--- config.mk ---
export PLATFORM = sky130hd
export DESIGN_NAME = mem_access_unit
export DESIGN_NICKNAME = d
export VERILOG_FILES = /design/src/rtl/mem_access_unit.sv
export SDC_FILE = /design/constraint.sdc
export NUM_CORES = 1
export LEC_CHECK = 0
export BUFFER_PORTS_ARGS = -buffer_cell sky130_fd_sc_hd__clkbuf_2
export CAP_MARGIN = 5
export CORE_ASPECT_RATIO = 1.1
export CORE_MARGIN = 10
export CORE_UTILIZATION = 49
export CTS_BUF_LIST = sky130_fd_sc_hd__clkbuf_8 sky130_fd_sc_hd__clkbuf_16
export CTS_CLUSTER_DIAMETER = 80
export DETAILED_ROUTE_END_ITERATION = 12
export PLACE_DENSITY = 0.85
export SLEW_MARGIN = 10
export SYNTH_ARGS = -nofsm -noshare
export SYNTH_HDL_FRONTEND = slang
export SYNTH_SLANG_ARGS = --single-unit
--- constraint.sdc ---
create_clock -name clk -period 4.65 [get_ports clk]
set_input_delay 0.2325 -clock clk [delete_from_list [all_inputs] [get_ports clk]]
set_output_delay 0.2325 -clock clk [all_outputs]
set_load 0.1 [all_outputs]
--- src/rtl/mem_access_unit.sv ---
// ---------------------------------------------------------------------------
// mem_access_unit
//   CPU-side initiator for the block-RAM data memory port. It takes load and
//   store requests from the execute stage over a valid/ready handshake. It
//   drives the RAM strobes and absorbs the RAM's one-cycle registered read
//   latency. Each accepted request produces exactly one resp_valid pulse.
//
//   Optional feature macro: MEM_BYTE_ACCESS_EN
//     When this macro is defined, req_addr is a byte address and memaddr is
//     req_addr >> 1. Byte loads return the selected lane, zero-extended.
//     Byte stores perform a read-modify-write through the MERGE state.
//     When it is undefined, req_addr is a word address, req_byte is ignored,
//     and every access is a word access.
//
// Ports
//   clk, rst      clock; asynchronous active-high reset
//   req_valid     request present
//   req_ready     unit idle and able to accept
//   req_write     1 = store, 0 = load
//   req_byte      byte access (feature build only)
//   req_addr      request address
//   req_data      store data
//   resp_valid    one-cycle pulse: load data valid / store complete
//   resp_data     last load result, held until the next load completes
//   memaddr       RAM address (full width; the RAM wraps on its low bits)
//   memval        RAM write data
//   memget        RAM read strobe
//   memset        RAM write enable
//   memout        RAM read data, valid the cycle after memget
//
// Every output comes from a flop. The output-decode process computes the
// value each output takes after the next edge. The state-register process
// loads those values.
// ---------------------------------------------------------------------------
module mem_access_unit #(
  parameter int WORD_SIZE     = 16,
  parameter int MEM_ADDR_BITS = 10
) (
  input  logic                 clk,
  input  logic                 rst,
  input  logic                 req_valid,
  output logic                 req_ready,
  input  logic                 req_write,
  input  logic                 req_byte,
  input  logic [WORD_SIZE-1:0] req_addr,
  input  logic [WORD_SIZE-1:0] req_data,
  output logic                 resp_valid,
  output logic [WORD_SIZE-1:0] resp_data,
  output logic [WORD_SIZE-1:0] memaddr,
  output logic [WORD_SIZE-1:0] memval,
  output logic                 memget,
  output logic                 memset,
  input  logic [WORD_SIZE-1:0] memout
);

  typedef enum logic [2:0] {
    IDLE    = 3'd0,
    WRITE   = 3'd1,
    READ    = 3'd2,
    CAPTURE = 3'd3
`ifdef MEM_BYTE_ACCESS_EN
   ,MERGE   = 3'd4
`endif
  } state_t;

  state_t state, next_state;

  logic                 accept;
  logic [WORD_SIZE-1:0] word_addr;
  logic                 byte_op;

  logic                 nxt_ready;
  logic                 nxt_resp_valid;
  logic [WORD_SIZE-1:0] nxt_resp_data;
  logic [WORD_SIZE-1:0] nxt_memaddr;
  logic [WORD_SIZE-1:0] nxt_memval;
  logic                 nxt_memget;
  logic                 nxt_memset;
  logic [WORD_SIZE-1:0] load_result;

  assign accept = req_valid && req_ready;

`ifdef MEM_BYTE_ACCESS_EN
  // Only the fields needed after acceptance are latched. The word address
  // and word store data go straight into memaddr/memval, which hold them.
  typedef struct packed {
    logic       write;
    logic       is_byte;
    logic       lane;
    logic [7:0] bdata;
  } req_t;

  req_t                 lat;
  logic [WORD_SIZE-1:0] merged;

  assign word_addr = req_addr >> 1;
  assign byte_op   = req_byte;

  // Read-modify-write: keep the other lane from the RAM word.
  always_comb begin
    merged = memout;
    if (lat.lane) merged[8 +: 8] = lat.bdata;
    else          merged[0 +: 8] = lat.bdata;
  end

  always_comb begin
    load_result = memout;
    if (lat.is_byte) begin
      load_result = '0;
      load_result[0 +: 8] = lat.lane ? memout[8 +: 8] : memout[0 +: 8];
    end
  end

  // MEM_ADDR_BITS only describes the responder's decode width. Addresses
  // pass through untouched.
  logic unused;
  assign unused = (MEM_ADDR_BITS == 0);
`else
  assign word_addr   = req_addr;
  assign byte_op     = 1'b0;
  assign load_result = memout;

  logic unused;
  assign unused = ^{req_byte, (MEM_ADDR_BITS == 0)};
`endif

  // -------------------------------------------------------------------------
  // State register. It also registers every output.
  // -------------------------------------------------------------------------
  always_ff @(posedge clk or posedge rst) begin
    if (rst) begin
      state      <= IDLE;
      req_ready  <= 1'b1;
      resp_valid <= 1'b0;
      resp_data  <= '0;
      memaddr    <= '0;
      memval     <= '0;
      memget     <= 1'b0;
      memset     <= 1'b0;
`ifdef MEM_BYTE_ACCESS_EN
      lat        <= '0;
`endif
    end else begin
      state      <= next_state;
      req_ready  <= nxt_ready;
      resp_valid <= nxt_resp_valid;
      resp_data  <= nxt_resp_data;
      memaddr    <= nxt_memaddr;
      memval     <= nxt_memval;
      memget     <= nxt_memget;
      memset     <= nxt_memset;
`ifdef MEM_BYTE_ACCESS_EN
      if (accept)
        lat <= '{write: req_write, is_byte: req_byte,
                 lane: req_addr[0], bdata: req_data[7:0]};
`endif
    end
  end

  // -------------------------------------------------------------------------
  // Next-state logic
  // -------------------------------------------------------------------------
  always_comb begin
    next_state = state;
    case (state)
      IDLE: begin
        // A byte store reads first, so it goes through READ.
        if (accept)
          next_state = (req_write && !byte_op) ? WRITE : READ;
      end
      WRITE:   next_state = IDLE;
`ifdef MEM_BYTE_ACCESS_EN
      // READ only sees a store when that store is a byte store.
      READ:    next_state = lat.write ? MERGE : CAPTURE;
      MERGE:   next_state = WRITE;
`else
      READ:    next_state = CAPTURE;
`endif
      CAPTURE: next_state = IDLE;
      default: next_state = IDLE;
    endcase
  end

  // -------------------------------------------------------------------------
  // Output decode. These are the values the output flops take at the next
  // edge.
  // -------------------------------------------------------------------------
  always_comb begin
    nxt_resp_valid = 1'b0;
    nxt_resp_data  = resp_data;
    nxt_memaddr    = memaddr;
    nxt_memval     = memval;
    nxt_memget     = 1'b0;
    nxt_memset     = 1'b0;
    case (state)
      IDLE: begin
        if (accept) begin
          nxt_memaddr = word_addr;
          if (req_write && !byte_op) begin
            nxt_memset = 1'b1;
            nxt_memval = req_data;
          end else begin
            nxt_memget = 1'b1;
          end
        end
      end
      // The write strobe is already on the port. Acknowledge as it drops.
      WRITE: nxt_resp_valid = 1'b1;
      // The RAM registers memout at the end of READ, so the data is sampled
      // in CAPTURE.
      CAPTURE: begin
        nxt_resp_valid = 1'b1;
        nxt_resp_data  = load_result;
      end
`ifdef MEM_BYTE_ACCESS_EN
      MERGE: begin
        nxt_memset = 1'b1;
        nxt_memval = merged;
      end
`endif
      default: ;
    endcase
  end

  // Ready is high exactly when the unit will be in IDLE.
  assign nxt_ready = (next_state == IDLE);

endmodule

# Yosys cells after proc, flatten, opt, wreduce, memory -nomap -nowiden
# Cells that the tools add are included.
[totals] register_bits=55 input_bits=53 output_inout_bits=52 elab_cells=27
[op_classes] eq_ne=3 mux=10 reduce_logical=6
[ops] op="2-to-1 mux 1 bit" n=7
[ops] op="== test 3 x 2 -> 1 bit, second input constant" n=2
[ops] op="zero test 3 bit" n=2
[ops] op="one-hot mux 3 bit (2 select lines)" n=1
[ops] op="== test 3 x 1 -> 1 bit, second input constant" n=1
[ops] op="2-to-1 mux 3 bit" n=1
[ops] op="AND reduction 3 bit" n=1
[ops] op="2-to-1 mux 2 bit" n=1
[ops] op="AND reduction 2 bit" n=1
[ops] op="OR reduction 2 bit" n=1
[ops] op="logical AND 1 bit" n=1

# Depth between registers and ports, before layout
[depth] ltp_word=4 depth_mapped=5 mapped_depth_nobuf=3

# Worst setup path after synthesis
# Ideal clock, no wire load.
[synth_timing] kind="reg-to-reg" start="register req_ready" end="register memval[10]" setup_ns=0.126 arrival_time_ns=1.869 required_ns=4.524 path_slack_ns=2.654 stages_incl_launch_ff=6 path_buffers=2 synth_period_minus_slack_ns=1.996 cell_sequence="dfstp_2 > nor4bb_1 > and3b_1 > buf_6 > buf_12 > mux2_4"
[synth_via] elab_chain_cells=2
[synth_rtl] element="from (decl)" line_no="42" text="output logic req_ready,"
[synth_rtl] element="from (signal assigned)" line_no="145" text="req_ready <= nxt_ready;"
[synth_rtl] element="logical AND 1 bit" line_no="81" text="assign accept = req_valid && req_ready;"
[synth_rtl] element="AND reduction 3 bit (no source line)"
[synth_rtl] element="to (signal assigned)" line_no="149" text="memval <= nxt_memval;"
[synth_rtl] element="to (decl)" line_no="50" text="output logic [WORD_SIZE-1:0] memval,"
# No other way between the ends.
# A chain may end at the register's enable or synchronous reset.

# Worst setup path after layout
[layout_timing] start="register req_ready" end="register memaddr[10]"
[layout_via] elab_chain_cells=2
[layout_rtl] element="logical AND 1 bit" line_no="81"
[layout_rtl] element="AND reduction 2 bit (no source line)"
[layout_rtl] element="to (signal assigned)" line_no="148" text="memaddr <= nxt_memaddr;"
[layout_rtl] element="to (decl)" line_no="49" text="output logic [WORD_SIZE-1:0] memaddr,"
# No other way between the ends.

==> reports/metrics.cfg <==
[finish]
nets=281
drive_gt1_share_pct=71.18
antenna_cells=0
area_growth_syn_to_layout_pct=28.49

[drt]
drtIter0Drc=61
wl_per_cell_um=17.02
via_per_inst=4.820
vias=1364
route.detailed.drc=0
dr.pass1.iters=4
ant_nets=0
wl_mm=4.818

[die]
die_x_um=82.93
die_area_sq_um=7399
pin_count=105
core-area_sq_um=4254
initial_core_util_pct=50.18
placementRows=25
die_y_um=89.23

[global_route]
grt_pass1_wl_mm=7.776
grt_use_total_pct=13.17
antenna_found_initial=0
first_global_vias=1543
grt_max_degree=56
gr-total-overflow=0

[timing]
rsz0062_at_grt=no
fin_skew_ps=4.289
hold-worst-slack_ps=75.51
finalSetupTns_ps=0
slew_headroom_pct=34.16
slew_viol_final=0
tightest_slew_ps=983.2
finalCriticalPeriod_ps=2197
hold_viol=0
finalSetupViolCount=0
fin_crit_sh_pct=47.25
max_freq_mhz=455.1

[worst_hold_path]
min_path_type=input pin to async pin

[worst_setup_path]
path_max_fanout=17
cp.required_ps=4840
cp_slowest_cell=nor2b_2
critPathKind=flip-flop to flip-flop
critPathArrivalTime_ps=2390
crit_chain=nor4bb_1, nor2b_2, mux2_2
worstSetupEndpointType=flip-flop
crit_family=simple AND/OR/NAND/NOR gates
start_kind=flip-flop
cpPeakStageDelay_ps=860
worst-path-buf-inv=0

[status]
outcome=completed

[power]
leakage_nw=1.422
p_per_area_nw_per_um2=700.7
irDropWorstVdd_uv=365.0
totalPowerFinal_mw=1.922

[cts]
postCtsSetupRepairBufs=0
ctsResizeCount=0
clock_latency_ps=300
clk_pin_slew_ps=90
clock_path_buffers=2
cts_max_level=2
cts-hold-fix-buffers=0
cts_tree=yes
cts.sinks=55
root_buffer=clkbuf_8
cts_made_buffers=5

[logic_synthesis]
ys_types=18
ys_seq_area_share_pct=64.54
syn_inst=123
syn_nets=176
synth_seq_cells=55
ys_warn_count=0
synth.avg_cell_area_sq_um=17.35
syn_area_sq_um=2135

[run]
cap_viol_max_count=0

[placed_design]
gp_congestion=0.7061
place.port_buffers=103
place_hpwl_mm=3.873

## path summary, 6_finish.rpt
check	startpoint	end	slack, ps	cells after the start
max	req_ready	memaddr[10]	2450	3
max reg2reg	req_ready	memaddr[10]	2450	3
min	rst	memval[11]	80	2
min reg2reg	state[2]	resp_valid	480	1
max in group asynchronous	rst	memval[3]	4050	2
min in group clk	req_write	memget	120	2
## per-layer routing
metal	track usage [%]	part of all wire [%]	up-vias
met1	14.29	37	681
met3	4.558	6.7	7
met4	5.573	1.2	0
met5	0	0	-
met2	23.17	55	48
li1	-	-	628
## report_power, final
part	leakage, nW	switching, mW	internal [mW]
clock network	0.0453	0.143	0.103
registers	0.656	0.0538	0.581
logic	0.721	0.861	0.180
## worst reg2reg max path, cell delays in order, from the launching register on
cell      delay (ps)
dfstp_2          550
nor4bb_1         260
nor2b_2          860
mux2_2           420
## cell usage after synthesis (all sizes together)
master / count / area share [%]
nand2: 3 / 0.65
nor4bb: 1 / 0.47
nor2b: 3 / 0.88
and3b: 1 / 0.41
conb: 1 / 0.18
a21o: 1 / 0.41
dfrtp: 54 / 63
dfstp: 1 / 1.2
inv: 1 / 0.18
mux2: 48 / 28
a21oi: 2 / 0.47
nor2: 2 / 0.35
buf: 5 / 3.0
## cell usage in the layout (no fill, tap or decap), types with 2 or more instances in the layout
cell / Yosys / final
mux2_4: 18 / 18
dfrtp_1: 54 / 54
a21oi_1: 2 / 2
mux2_2: 30 / 30
nor2b_1: 3 / 2
clkinv_2: 0 / 2
clkbuf_2: 0 / 103
nand2_1: 2 / 2
nor2_1: 2 / 2
clkbuf_8: 0 / 5
## metrics by stage
stage                     util, %  std cells  setup WS (ps)  area, sq um
after global placement      62.44        275           2504         2656
after detailed placement    62.44        275           2431         2656
after floorplan                 -        123           2654         2135
after CTS                   64.44        283           2420         2741
after global routing        64.47        283           2258         2743
final                       64.47        283           2453         2743
## sequential cells by signal, indices dropped and copies added (netlist names)
name / count
memaddr: 16
memval: 16
resp_data: 16
state: 3
memget: 1
memset: 1
req_ready: 1
resp_valid: 1
## kinds of logic (layout without fill, tap and decap cells)
group / count (synthesis) / in the layout / synth area share (%)
and+or+nand+nor: 10 / 10 / 2.756
AOI/OAI and AO/OA: 3 / 3 / 0.8793
buffers and inverters: 6 / 112 / 3.165
muxes: 48 / 48 / 28.49
DFF: 55 / 55 / 64.54
other: 1 / 1 / 0.1757
## area by class of cell
class,instances,area (sq um)
clock buffers,5,68.82
clock inverters,3,16.27
fillers,355,1511
inverters,1,5.005
multi-input cells,62,691.9
flip-flops and latches,55,1378
well taps,54,67.56
repair buffers,103,515.5
No activity file was read; power rests on OpenSTA's default activity.
